<file path="src/rtl/div_seq.sv">
// Sequential restoring radix-2 divider for DIV/DIVU: one quotient bit per clock,
// fixed WIDTH+1 cycle latency, defined results for divide-by-zero and MIN / -1.
module div_seq #(
    parameter int WIDTH = 32
) (
    input  logic             clk,
    input  logic             reset,
    input  logic             start,
    input  logic             is_signed,
    input  logic [WIDTH-1:0] dividend,
    input  logic [WIDTH-1:0] divisor,
    output logic             busy,
    output logic             done,
    output logic [WIDTH-1:0] q,
    output logic [WIDTH-1:0] r,
    output logic             div_zero,
    output logic             overflow,
    output logic [1:0]       dbg_state
);

    localparam int CNT_W = $clog2(WIDTH) + 1;
    localparam logic [WIDTH-1:0] MIN_VAL = {1'b1, {(WIDTH-1){1'b0}}};
    localparam logic [CNT_W-1:0] LAST_IT = CNT_W'(WIDTH - 1);

    // Handshake: start is sampled only in IDLE (busy=0); busy rises the cycle
    // after acceptance and falls in the same cycle that done pulses for one cycle.
    typedef enum logic [1:0] {S_IDLE = 2'd0, S_CALC = 2'd1, S_FIX = 2'd2} state_t;

    state_t           state_q;
    logic [WIDTH-1:0] quo_q, rem_q, bmag_q;
    logic [CNT_W-1:0] cnt_q;
    logic             qsign_q, rsign_q, dz_q, ov_q;
    logic             busy_q, done_q, div_zero_q, overflow_q;
    logic [WIDTH-1:0] q_q, r_q;

    // Operand capture: a zero divisor keeps the dividend raw so r comes out unmodified.
    logic             div_is_zero, a_neg_d, b_neg_d, ov_d;
    logic [WIDTH-1:0] amag_d, bmag_d;

    always_comb begin
        div_is_zero = (divisor == '0);
        a_neg_d     = is_signed & dividend[WIDTH-1] & ~div_is_zero;
        b_neg_d     = is_signed & divisor[WIDTH-1];
        amag_d      = a_neg_d ? (~dividend + 1'b1) : dividend;
        bmag_d      = b_neg_d ? (~divisor + 1'b1) : divisor;
        ov_d        = is_signed & (dividend == MIN_VAL) & (divisor == '1);
    end

    // One restoring step on {rem, quo}; the trial difference is WIDTH+1 bits wide.
    logic [WIDTH:0]   rem_sh, diff;
    logic [WIDTH-1:0] rem_d, quo_d;

    always_comb begin
        rem_sh = {rem_q, quo_q[WIDTH-1]};
        diff   = rem_sh - {1'b0, bmag_q};
        if (diff[WIDTH]) begin
            rem_d = rem_sh[WIDTH-1:0];
            quo_d = {quo_q[WIDTH-2:0], 1'b0};
        end else begin
            rem_d = diff[WIDTH-1:0];
            quo_d = {quo_q[WIDTH-2:0], 1'b1};
        end
    end

    always_ff @(posedge clk) begin
        if (reset) begin
            state_q    <= S_IDLE;
            quo_q      <= '0;
            rem_q      <= '0;
            bmag_q     <= '0;
            cnt_q      <= '0;
            qsign_q    <= 1'b0;
            rsign_q    <= 1'b0;
            dz_q       <= 1'b0;
            ov_q       <= 1'b0;
            busy_q     <= 1'b0;
            done_q     <= 1'b0;
            q_q        <= '0;
            r_q        <= '0;
            div_zero_q <= 1'b0;
            overflow_q <= 1'b0;
        end else begin
            done_q <= 1'b0;
            unique case (state_q)
                S_IDLE: begin
                    if (start) begin
                        quo_q   <= amag_d;
                        rem_q   <= '0;
                        bmag_q  <= bmag_d;
                        cnt_q   <= '0;
                        qsign_q <= a_neg_d ^ b_neg_d;
                        rsign_q <= a_neg_d;
                        dz_q    <= div_is_zero;
                        ov_q    <= ov_d;
                        busy_q  <= 1'b1;
                        state_q <= S_CALC;
                    end
                end
                S_CALC: begin
                    quo_q <= quo_d;
                    rem_q <= rem_d;
                    cnt_q <= cnt_q + 1'b1;
                    if (cnt_q == LAST_IT) state_q <= S_FIX;
                end
                S_FIX: begin
                    q_q        <= qsign_q ? (~quo_q + 1'b1) : quo_q;
                    r_q        <= rsign_q ? (~rem_q + 1'b1) : rem_q;
                    div_zero_q <= dz_q;
                    overflow_q <= ov_q;
                    done_q     <= 1'b1;
                    busy_q     <= 1'b0;
                    state_q    <= S_IDLE;
                end
                default: state_q <= S_IDLE;
            endcase
        end
    end

    assign busy      = busy_q;
    assign done      = done_q;
    assign q         = q_q;
    assign r         = r_q;
    assign div_zero  = div_zero_q;
    assign overflow  = overflow_q;
    assign dbg_state = state_q;

endmodule
</file>
<file path="config.mk">
export PLATFORM = sky130hd
export DESIGN_NAME = div_seq
export DESIGN_NICKNAME = d
export VERILOG_FILES = /design/src/rtl/div_seq.sv
export SDC_FILE = /design/constraint.sdc
export NUM_CORES = 1
export LEC_CHECK = 0
export ABC_AREA = 1
export CORE_MARGIN = 2
export CORE_UTILIZATION = 45
export CTS_CLUSTER_DIAMETER = 150
export DETAILED_ROUTE_END_ITERATION = 10
export GPL_TIMING_DRIVEN = 1
export MAX_ROUTING_LAYER = met4
export PLACE_DENSITY = 0.66
export SYNTH_ARGS = -nofsm -noshare
export SYNTH_HDL_FRONTEND = slang
export SYNTH_SLANG_ARGS = --single-unit
</file>
<file path="constraint.sdc">
create_clock -name clk -period 3.2 [get_ports clk]
set_input_delay 0.96 -clock clk [delete_from_list [all_inputs] [get_ports clk]]
set_output_delay 0.96 -clock clk [all_outputs]
set_load 0.005 [all_outputs]
</file>
After elaboration in Yosys (flattened, before gate mapping)
Index checks and enable logic that the tools add are counted.
Widths: inputs -> output; s select.
{"block": "word_totals", "ff_bits": 176, "in_bits": 68, "output_inout_bits": 70, "word_cells": 65}
{"block": "op_classes", "add_sub_neg": 6, "n_eq_ne": 7, "muxes": 18, "bitwise": 11, "reduce_logical": 8}
{"op": "$mux 32", "count": 7}
{"op": "$add 32x1->32 const B", "count": 4}
{"op": "$not 32->32", "count": 4}
{"op": "$pmux 32 s2", "count": 2}
{"op": "$eq 32x32->1 const B", "count": 2}
{"op": "$sub 33x32->33", "count": 1}
{"op": "$logic_not 32->1", "count": 1}
{"op": "$pmux 6 s2", "count": 1}
{"op": "$reduce_and 2->1", "count": 4}
{"op": "$add 6x1->6 const B", "count": 1}
{"op": "$eq 6x5->1 const B", "count": 1}
{"op": "$mux 6", "count": 1}
{"op": "$and 1x1->1", "count": 5}
{"op": "$mux 2", "count": 2}
{"op": "$ne 2x2->1 const B", "count": 2}
{"op": "$pmux 2 s2", "count": 1}
{"op": "$reduce_bool 2->1", "count": 2}
{"op": "$mux 1", "count": 3}
{"op": "$eq 2x1->1 const B", "count": 1}
{"op": "$eq 2x2->1 const B", "count": 1}
{"op": "$logic_not 2->1", "count": 1}
{"op": "$pmux 1 s2", "count": 1}
{"op": "$not 1->1", "count": 1}
{"op": "$xor 1x1->1", "count": 1}

Longest topological paths before layout
Gate-level depths: netlist (run 1).
{"block": "depth", "ltp_word": 6, "ltp_mapped": 18, "ltp_nobuf": 17}

Worst setup path after synthesis (run 1)
OpenSTA, ideal clock, no wires.
{"block": "synth_path", "kind": "input to register", "startpoint": "in divisor[0]", "endpoint": "reg quo_q[25]", "setup_time_ns": 0.128, "arrival_time_ns": 2.338, "t_required_ns": 3.072, "slack_ns": 0.734, "cell_stages": 13, "path_buffers": 1, "cell_sequence": "inv_1 ha_1 nand2_2 nor2_4 nand4_2 nor2_4 nand3_4 nand2_4 buf_6 nor2_1 or2_0 nand3_1 o21ai_1"}
{"block": "synth_via", "elab_chain_len": 6}
{"item": "start, declared", "line_no": "11", "text": "input logic [WIDTH-1:0] divisor,"}
{"item": "$logic_not 32->1", "line_no": "41", "text": "div_is_zero = (divisor == '0);"}
{"item": "$not 1->1", "line_no": "42", "text": "a_neg_d = is_signed & dividend[WIDTH-1] & ~div_is_zero;"}
{"item": "$and 1x1->1", "line_no": "42"}
{"item": "$mux 32", "line_no": "44", "text": "amag_d = a_neg_d ? (~dividend + 1'b1) : dividend;"}
{"item": "$mux 32", "line_no": "86", "text": "if (start) begin"}
{"item": "$pmux 32 s2", "line_no": "84", "text": "unique case (state_q)"}
{"item": "end signal, assigned", "line_no": "87", "text": "quo_q <= amag_d;"}
{"item": "end signal, assigned", "line_no": "100", "text": "quo_q <= quo_d;"}
{"item": "end, declared", "line_no": "30", "text": "logic [WIDTH-1:0] quo_q, rem_q, bmag_q;"}
Every way passes these cells. The select of a mux whose other input is x is not followed.
A chain may end at the register's enable or synchronous reset.

Worst setup path in the final report (run 1)
{"block": "layout_path", "startpoint": "reg quo_q[31]", "endpoint": "reg rem_q[29]"}
{"block": "layout_via", "elab_chain_len": 3}
{"item": "$sub 33x32->33", "line_no": "55", "text": "diff = rem_sh - {1'b0, bmag_q};"}
{"item": "$mux 32", "line_no": "56", "text": "if (diff[WIDTH]) begin"}
{"item": "$pmux 32 s2", "line_no": "84"}
{"item": "end signal, assigned", "line_no": "101", "text": "rem_q <= rem_d;"}
{"item": "end, declared", "line_no": "30"}
Every way passes these cells.

==> metrics.md, run 1 <==
| Metric | Value |
|---|---|
| Fin nets | 2331 |
| Most used cell, CP | nand2_1 |
| Maximum clock frequency | 0.337 GHz |
| Final antenna diode count | 0 |
| Worst EP required | 3.57 ns |
| Mean routed wirelength per cell | 17.3 um |
| Maximum level of the CTS H-tree | 4 |
| Setup Buffers After CTS | 0 |
| Crit path max fanout | 8 |
| Fraction of the mapped netlist area in adder cells | between 3 and 4% |
| Final Max Tran Viols | 0 |
| Fin. Hold Viols | 0 |
| DRC viols | 0 |
| Peak supply drop | between 0.5 and 0.6 mV |
| Initial Utilization | 45.9% |
| Post-Synthesis Cells | 2106 |
| Final Setup Violations | 0 |
| Compound-cell area share of the yosys netlist | 15.7% |
| Ys flop type | dfxtp_1 |
| Clk_skew | approximately 0.018 ns |
| PwrDens | 840 mW/mm^2 |
| Pre-CTS WS | ~0.04 ns |
| CP endpoint kind | flop |
| CTS Sinks | ~180 |
| CP Launch Type | flop |
| Final-layout setup total negative slack | 0 ns |
| Routed wire length | 45.1 mm |
| Synth Area in XOR/XNOR | roughly 2.3% |
| Port Buf Inserts | 137 |
| Num ports | 138 |
| Post-synth EDFFs | 0 |
| Max clock buf depth | 2 |
| RSZ-0062 raised after global routing | no |
| Post-synthesis async set-or-reset flop share | 0% |
| Num CTS Buffers | 17 |
| Area of the die | 0.0297 mm^2 |
| DRT iter0 DRCs | 1301 |
| Row count | 61 |
| Critical Path AT | 3.34 ns |
| Die Span Y | 172 um |
| Layout cells sized above 1 | 6.21% |
| Static leakage | 0.00699 uW |
| Post-Synth Simple-Gate Area | a little under 40% |
| Mux share of post-synthesis cell area | 0% |
| CP Cell Sequence | inv_1 > ha_1 > fa_1 > inv_1 > nand2_1 > nand2_1 > nand3_1 > nand2_2 > nand2_1 > nand2_2 > nand2_4 > nand3_2 > nand3_1 > nand2_1 > nand2_1 > a21oi_1 |
| Vias in the first global route | 13000 |
| Yosys warnings | 0 |
| DP HPWL | approximately 36 mm |
| Commonest non-fill, non-tap cells in the layout | nand2_1, inv_1, nand3_1 |
| Synth unique cells | 52 |
| CTS tree | yes |
| Worst Hold Class | reg -> reg |
| First-pass GRT wire length | 70.5 mm |
| Largest net degree at the start of global routing | 53 |
| Vias/cell | 5.43 |
| Seq cells post-synth | 176 |
| Seq/Total Area, Yosys | between 20% and 30% |
| Max-Cap Viols | 0 |
| Later-pin clock latency in the skew report | approximately 0.44 ns |
| Worst Slack Setup Final | 0.232 ns |
| # resized after CTS | 0 |
| Post-layout min period | ~3 ns |
| Area Growth Syn to Fin | 19.3% |
| Overall Global Routing Usage | 31.4% |
| Period utilisation layout | 92.7% |
| Setup CP Type | reg -> reg |
| Outcome | complete, no violations |
| Slew Limit Headroom | between 50% and 60% |
| Initial antenna violation count | 0 |
| Clock root buffer | clkbuf_16 |
| Die X | 172 um |
| Placeable core area | roughly 0.028 mm^2 |
| FILL cells | between 2000 and 3000 |
| ANT nets after route | 0 |
| GRT overflow | 0 |
| Cell Area, Synth | roughly 0.013 mm^2 |
| Synthesized area per cell | between 6 and 7 um^2 |
| Synthesized Nets | ~2200 |
| Commonest non-fill, non-tap cell in the layout | nand2_1 |
| Combinational family with the most area after synthesis | simple AND/OR/NAND/NOR gates |
| Initial DRT Pass Iterations | 6 |
| CP max-delay cell | dfxtp_1 |
| GPL Wtd Cong | 0.974 |
| Vias | 14200 |
| CP max stage delay | 0.48 ns |
| Tightest Pin Transition | 0.693 ns |
| Clk pin slew, worst setup/hold paths | 0.08 ns |
| Hold Buf Count CTS | 0 |
cell families (layout without fill, tap and decap cells):
family          Yosys count  in the layout
fa+ha+maj                39             39
compound gates          344            344
simple gates           1136           1136
buf+inv                 378            509
xor+xnor                 33             33
flops                   176            176
synth_stat cells (all sizes together) (16+ instances only):
cell    count  area (um^2)
inv       304         1140
dfxtp     176         3520
a22oi      29          218
nor2      215          847
clkbuf     45          169
xor2       16          140
nand4      37          238
ha         38          475
a21oi     135          691
nand3     206         1070
nor3       44          260
xnor2      17          149
buf        27          165
nand2     594         2300
o21ai     120          604
worst paths after layout:
| kind | end | slack, ns | from | cells past startpoint |
|---|---|---|---|---|
| worst max-delay path | rem_q[29] | 0.23 | quo_q[31] | 16 |
| worst min-delay path | r[31] | 0.45 | r[31] | 2 |
| worst max register to register | rem_q[29] | 0.23 | quo_q[31] | 16 |
| worst min register to register | r[31] | 0.45 | r[31] | 2 |
registers in the layout (all words and copies together), names as in the netlist, 2 cells and up:
register and flops:
quo_q 32, q 32, dbg_state 2, rem_q 32, r 32, bmag_q 32
cnt_q 6
metrics by stage:
| stage | power [uW] | instances | utilization (%) | instance area (um^2) | hold WS, ns |
|---|---|---|---|---|---|
| finish | 12800 | 2615 | 54.7 | 15200 | 0.449 |
| global route | 13900 | 2615 | 54.7 | 15200 | 0.471 |
| CTS | 12700 | 2615 | 54.7 | 15200 | 0.454 |
| detailed placement | 10500 | 2583 | 52.5 | 14600 | 0.441 |
| global placement | 10400 | 2583 | 52.5 | 14600 | 0.437 |
| floorplan | 8390 | 2106 | - | 12800 | 0.439 |
cell type report:
cell class | count | area (um^2) | share of cell area [%]
Clock buffer | 18 | 429 | 2.82
Clock inverter | 14 | 193 | 1.26
Inverter | 306 | 1150 | 7.55
Multi-Input combinational cell | 1552 | 7800 | 51.2
Sequential cell | 176 | 3520 | 23.1
Tap cell | 378 | 473 | 3.10
Timing Repair Buffer | 171 | 1670 | 11.0
worst max-delay path: cells and delay by family, from the launching register on:
kind | cells | cell delay (ns)
AOI/OAI and AO/OA | 1 | 0.12
adders and majority gates | 2 | 0.64
buffers and inverters | 2 | 0.21
DFF | 1 | 0.48
and+or+nand+nor | 11 | 1.44
routing by layer:
layer / part of all wire [%] / track usage (%)
met2: 45 / 49.2
met3: 6.3 / 2.82
met5: 0 / -
met1: 47 / 43.7
met4: 2.1 / 8.07
power by group:
part | internal (uW) | total, uW | switching (uW)
combinational | 2490 | 7820 | 5340
sequential | 2400 | 2780 | 386
clock | 1140 | 2200 | 1060
total | 6020 | 12800 | 6780
Note: power is estimated with default switching activity, not from simulation.
==> run 2: changes to the inputs <==
--- a/config.mk
+++ b/config.mk
@@ -6,13 +6,14 @@
 export NUM_CORES = 1
 export LEC_CHECK = 0
 export ABC_AREA = 1
+export CORE_ASPECT_RATIO = 1.75
 export CORE_MARGIN = 2
-export CORE_UTILIZATION = 45
+export CORE_UTILIZATION = 25
 export CTS_CLUSTER_DIAMETER = 150
 export DETAILED_ROUTE_END_ITERATION = 10
 export GPL_TIMING_DRIVEN = 1
 export MAX_ROUTING_LAYER = met4
-export PLACE_DENSITY = 0.66
+export PLACE_DENSITY = 0.42
 export SYNTH_ARGS = -nofsm -noshare
 export SYNTH_HDL_FRONTEND = slang
 export SYNTH_SLANG_ARGS = --single-unit
==> metrics.md, run 2 (same netlist as run 1, synthesis figures left out) <==
| Metric | Value |
|---|---|
| Pre-CTS WS | 0.0611 ns |
| Met1 usage | 18.7% |
| Crit path max fanout | 18 |
| Outcome | complete, no violations |
| Hold Buf Count CTS | 0 |
| Num ports | 138 |
| Met3 Use GR | 1.93% |
| Register-to-Register Path Depth | 12 |
| CP Launch Type | flop |
| Area of the die | 0.0530 mm^2 |
| Reg-to-reg slack, setup | about 0.43 ns |
| Max-Cap Viols | 0 |
| Period utilisation layout | between 80% and 90% |
| Peak supply drop | approximately 0.31 mV |
| Area Growth Syn to Fin | 24.3% |
| Num CTS Buffers | 17 |
| Min-Delay Path Depth | 2 |
| Vias/cell | 4.81 |
| Clk pin slew, worst setup/hold paths | ~0.08 ns |
| Max clock buf depth | 2 |
| Die Span Y | 303 um |
| Layout cells sized above 1 | 8.07% |
| Tightest Pin Transition | 0.681 ns |
| Worst EP required | between 3 and 4 ns |
| Worst Hold Class | reg -> reg |
| Maximum level of the CTS H-tree | 4 |
| Final antenna diode count | 0 |
| CTS Sinks | 176 |
| Overall Global Routing Usage | 21.9% |
| Maximum clock frequency | 0.361 GHz |
| Worst R2R End | rem_q[9] |
| Vias | 14200 |
| Post-Layout Cell Count | 2947 |
| Initial DRT Pass Iterations | 8 |
| GPL Wtd Cong | 0.947 |
| DRT iter0 DRCs | approximately 710 |
| Mean routed wirelength per cell | 19.1 um |
| # resized after CTS | 0 |
| DRC viols | 0 |
| Clk_skew | 0.0168 ns |
| Slew Limit Headroom | 54.5% |
| Fin nets | 2375 |
| GRT overflow | 0 |
| Commonest non-fill, non-tap cells in the layout | nand2_1, inv_1, nand3_1 |
| Routed wire length | 56.4 mm |
| Vias in the first global route | 14500 |
| Pwr Total | roughly 13000 uW |
| Initial Utilization | 25.3% |
| Final-layout setup total negative slack | 0 ns |
| Commonest non-fill, non-tap cell in the layout | nand2_1 |
| Placeable core area | 0.0505 mm^2 |
| Die X | 175 um |
| Fin. Hold Viols | 0 |
| Critical Path AT | 3.10 ns |
| Gr busiest metal | met2 |
| CP endpoint kind | flop |
| Final Setup Violations | 0 |
| Initial antenna violation count | 0 |
| Setup CP Type | reg -> reg |
| ANT nets after route | 0 |
| Met2 GRT Util | 43.2% |
| PwrDens | 821 mW/mm^2 |
| Final Max Tran Viols | 0 |
| RR Startpoint | rem_q[26] |
| # placed instances | 2915 |
| Post-layout min period | 2.77 ns |
| RSZ-0062 raised after global routing | no |
| First-pass GRT wire length | 84.3 mm |
| Setup Buffers After CTS | 0 |
| FILL cells | 5703 |
| Later-pin clock latency in the skew report | 0.46 ns |
| Static leakage | 0.00719 uW |
| CTS tree | yes |
| Largest net degree at the start of global routing | 55 |
| Hold wc startpoint | r[29] |
| Worst Hold Path EP | r[29] |
| Clock root buffer | clkbuf_16 |
| DP HPWL | 46.5 mm |
| Port Buf Inserts | 137 |
| Row count | 109 |
| Worst Slack Setup Final | 0.429 ns |
==> run 2: layer usage <==
| metal | vias to the layer above | part of all wire [%] |
|---|---|---|
| met5 | - | 0 |
| met4 | 0 | 8.7 |
| met3 | 157 | 2.1 |
| met2 | 327 | 56 |
| met1 | 6511 | 33 |
| li1 | 7183 | - |
==> run 2: worst max-delay path, stage by stage (launching register included) <==
cell and delay, ns:
dfxtp_1 0.64, ha_1 0.39, a21oi_1 0.25, nand2_1 0.13, nand2_1 0.07, nand2_1 0.09, a21oi_4 0.25, nand2_4 0.10
nand2_4 0.13, buf_4 0.24, nand3_1 0.14, nand3_1 0.11, a21oi_1 0.07
==> run 2: final cells by class <==
cell class	instances	area (um^2)	area share (%)
Multi-Input combinational cell	1552	7800	49.1
Sequential cell	176	3520	22.2
Timing Repair Buffer	215	2000	12.6
Inverter	306	1150	7.25
Tap cell	666	833	5.25
Clock buffer	17	425	2.68
Clock inverter	15	148	0.930
==> run 2: how the worst max path moves through the flow <==
stage	cells after the start	end	slack, ns	startpoint
after floorplan	13	quo_q[25]	0.73	divisor[0]
after global placement	16	quo_q[12]	0.07	divisor[0]
after detailed placement	13	quo_q[12]	0.06	divisor[0]
after CTS	12	rem_q[26]	0.43	rem_q[26]
after global routing	17	rem_q[24]	0.27	quo_q[31]
final	12	rem_q[9]	0.43	rem_q[26]
==> run 2: metrics by stage <==
stage	hold slack [ns]	cell area (um^2)	util, %
3_5_place_dp	0.444	15300	30.3
3_3_place_gp	0.445	15300	30.3
6_report	0.454	15900	31.5
2_1_floorplan	0.439	12800	-
5_1_grt	0.473	15900	31.5
4_1_cts	0.459	15900	31.5
==> run 2: where the power goes <==
part | internal (uW) | leakage [uW] | total (uW) | switching [uW]
sequential | 2400 | 0.00143 | 2830 | 434
clock | 1030 | 0.000278 | 2110 | 1080
combinational | 2570 | 0.00548 | 8100 | 5530
total | 6000 | 0.00719 | 13000 | 7040
==> run 3: changes to the inputs <==
--- a/config.mk
+++ b/config.mk
@@ -6,6 +6,8 @@
 export NUM_CORES = 1
 export LEC_CHECK = 0
 export ABC_AREA = 1
+export CELL_PAD_IN_SITES_DETAIL_PLACEMENT = 0
+export CELL_PAD_IN_SITES_GLOBAL_PLACEMENT = 1
 export CORE_ASPECT_RATIO = 1.75
 export CORE_MARGIN = 2
 export CORE_UTILIZATION = 25
@@ -13,7 +15,7 @@
 export DETAILED_ROUTE_END_ITERATION = 10
 export GPL_TIMING_DRIVEN = 1
 export MAX_ROUTING_LAYER = met4
-export PLACE_DENSITY = 0.42
+export PLACE_DENSITY_LB_ADDON = 0.25
 export SYNTH_ARGS = -nofsm -noshare
 export SYNTH_HDL_FRONTEND = slang
 export SYNTH_SLANG_ARGS = --single-unit
==> constraint.sdc (replaced) <==
create_clock -name clk -period 3.2 [get_ports clk]
set_input_delay 0.96 -clock clk [delete_from_list [all_inputs] [get_ports clk]]
set_output_delay 0.96 -clock clk [all_outputs]
set_load 0.01 [all_outputs]
==> metrics.md, run 3 (same netlist as run 1, synthesis figures left out) <==
| Metric | Value |
|---|---|
| Commonest non-fill, non-tap cells in the layout | nand2_1, inv_1, nand3_1 |
| Total area of sequential cells | 0.00352 mm^2 |
| Worst Hold Class | reg -> reg |
| Vias/cell | about 4.8 |
| Static leakage | 0.00712 uW |
| RR Startpoint | rem_q[26] |
| Final antenna diode count | 0 |
| CP max-delay cell | dfxtp_1 |
| Pwr Total | ~13000 uW |
| Most used cell, CP | nand2_1 |
| Num CTS Buffers | 17 |
| CP Launch Type | flop |
| Worst R2R End | rem_q[9] |
| Fin. Hold Viols | 0 |
| Row count | 109 |
| Final Core Density | between 30% and 40% |
| Maximum level of the CTS H-tree | 4 |
| Setup CP Type | reg -> reg |
| Mean routed wirelength per cell | 19.1 um |
| Initial Utilization | 25.3% |
| Initial DRT Pass Iterations | 7 |
| Layout cells sized above 1 | 7.54% |
| DRT iter0 DRCs | 832 |
| Final Max Tran Viols | 0 |
| Largest net degree at the start of global routing | 52 |
| Placeable core area | 0.0505 mm^2 |
| Worst EP required | 3.52 ns |
| Area Growth Syn to Fin | 23.4% |
| GRT overflow | 0 |
| Pre-CTS WS | approximately 0.018 ns |
| Setup Buffers After CTS | 0 |
| Worst Setup EP | rem_q[9] |
| Register-to-Register Path Depth | 12 |
| Max clock buf depth | 2 |
| Maximum clock frequency | 0.363 GHz |
| Routed wire length | 56.1 mm |
| Max-Cap Viols | 0 |
| DP Area | 0.0152 mm^2 |
| Fin nets | 2362 |
| CP max stage delay | 0.61 ns |
| Initial antenna violation count | 0 |
| RSZ-0062 raised after global routing | no |
| # resized after CTS | 0 |
| CP Launch Point | rem_q[26] |
| Later-pin clock latency in the skew report | 0.46 ns |
| CP Depth | 12 |
| CP endpoint kind | flop |
| Final Setup Violations | 0 |
| Vias | 14200 |
| CTS Sinks | 176 |
| Slew Limit Headroom | 58.2% |
| DP HPWL | 45.9 mm |
| CP Cell Sequence | ha_1 > a21oi_1 > nand2_1 > nand2_1 > nand2_1 > a21oi_4 > nand2_4 > nand2_4 > buf_4 > nand3_1 > nand3_1 > a21oi_1 |
| First-pass GRT wire length | 83.8 mm |
| Crit path max fanout | 17 |
| GPL Wtd Cong | ~0.92 |
| Vias in the first global route | about 14000 |
| Die Span Y | 303 um |
| FILL cells | 5687 |
| Period utilisation layout | 86.1% |
| Area of the die | 0.0530 mm^2 |
| Area of the multi-input gates | 0.00780 mm^2 |
| ANT nets after route | 0 |
| Critical Path AT | 3.08 ns |
| Peak supply drop | approximately 0.3 mV |
| Post-route cell area | roughly 0.016 mm^2 |
| Reg-to-reg slack, setup | 0.44 ns |
| Final-layout setup total negative slack | 0 ns |
| Clk pin slew, worst setup/hold paths | 0.08 ns |
| Worst Slack Setup Final | 0.444 ns |
| Port Buf Inserts | 137 |
| PwrDens | 829 mW/mm^2 |
| Overall Global Routing Usage | 21.8% |
| Hold Buf Count CTS | 0 |
| Outcome | complete, no violations |
| CTS tree | yes |
| Die X | 175 um |
| Clock root buffer | clkbuf_16 |
| DRC viols | 0 |
| Num ports | ~140 |
| Commonest non-fill, non-tap cell in the layout | nand2_1 |
| Clk_skew | 0.0146 ns |
| Critical path buffers and inverters | 1 |
| Delay-heaviest family, CP | simple AND/OR/NAND/NOR gates |
| Tightest Pin Transition | 0.626 ns |
| Post-layout min period | 2.76 ns |
==> run 3: cell types whose count changed in the layout (fill, tap and decap cells not counted), sizes merged <==
cell,before,now
buf,79,66
inv,310,312
clkinv,9,8
clkinvlp,2,1
==> run 3: worst min-delay path by stage <==
stage | startpoint | to | cells past startpoint
3_5_place_dp | r[22] | r[22] | 2
6_report | r[17] | r[17] | 2
5_1_grt | r[22] | r[22] | 2
4_1_cts | r[15] | r[15] | 2
3_3_place_gp | q[16] | q[16] | 2
2_1_floorplan | cnt_q[5] | dbg_state[1] | 1
==> run 3: area by class of cell <==
| cell class | instances | share of cell area [%] |
|---|---|---|
| inverters | 306 | 7.30 |
| clock buffers | 17 | 2.70 |
| clock inverters | 15 | 0.913 |
| repair buffers | 202 | 12.0 |
| flip-flops and latches | 176 | 22.3 |
| well taps | 666 | 5.29 |
| multi-input cells | 1552 | 49.5 |
==> run 3: routing by layer <==
layer / up-vias / GRT usage (%) / routed length [um]
met5: - / - / 0
met3: 123 / 1.84 / 1150
met2: 302 / 44.3 / 32500
li1: 7179 / - / -
met1: 6571 / 19.0 / 18700
met4: 0 / 13.4 / 3810
==> run 3: power breakdown <==
group	switching [uW]	internal (uW)
logic	5550	2540
registers	459	2400
clock network	1080	1040
total	7090	5980
==> run 3: worst register-to-register path, stage by stage, from the launching register on <==
cell	delay, ns
dfxtp_1	0.61
ha_1	0.41
a21oi_1	0.25
nand2_1	0.12
nand2_1	0.07
nand2_1	0.10
a21oi_4	0.26
nand2_4	0.10
nand2_4	0.14
buf_4	0.25
nand3_1	0.14
nand3_1	0.11
a21oi_1	0.06
==> run 3: stage by stage <==
step	hold slack, ns	std cells
3_5_place_dp	0.443	2902
3_3_place_gp	0.446	2902
5_1_grt	0.462	2934
4_1_cts	0.459	2934
2_1_floorplan	0.439	2106
6_report	0.454	2934
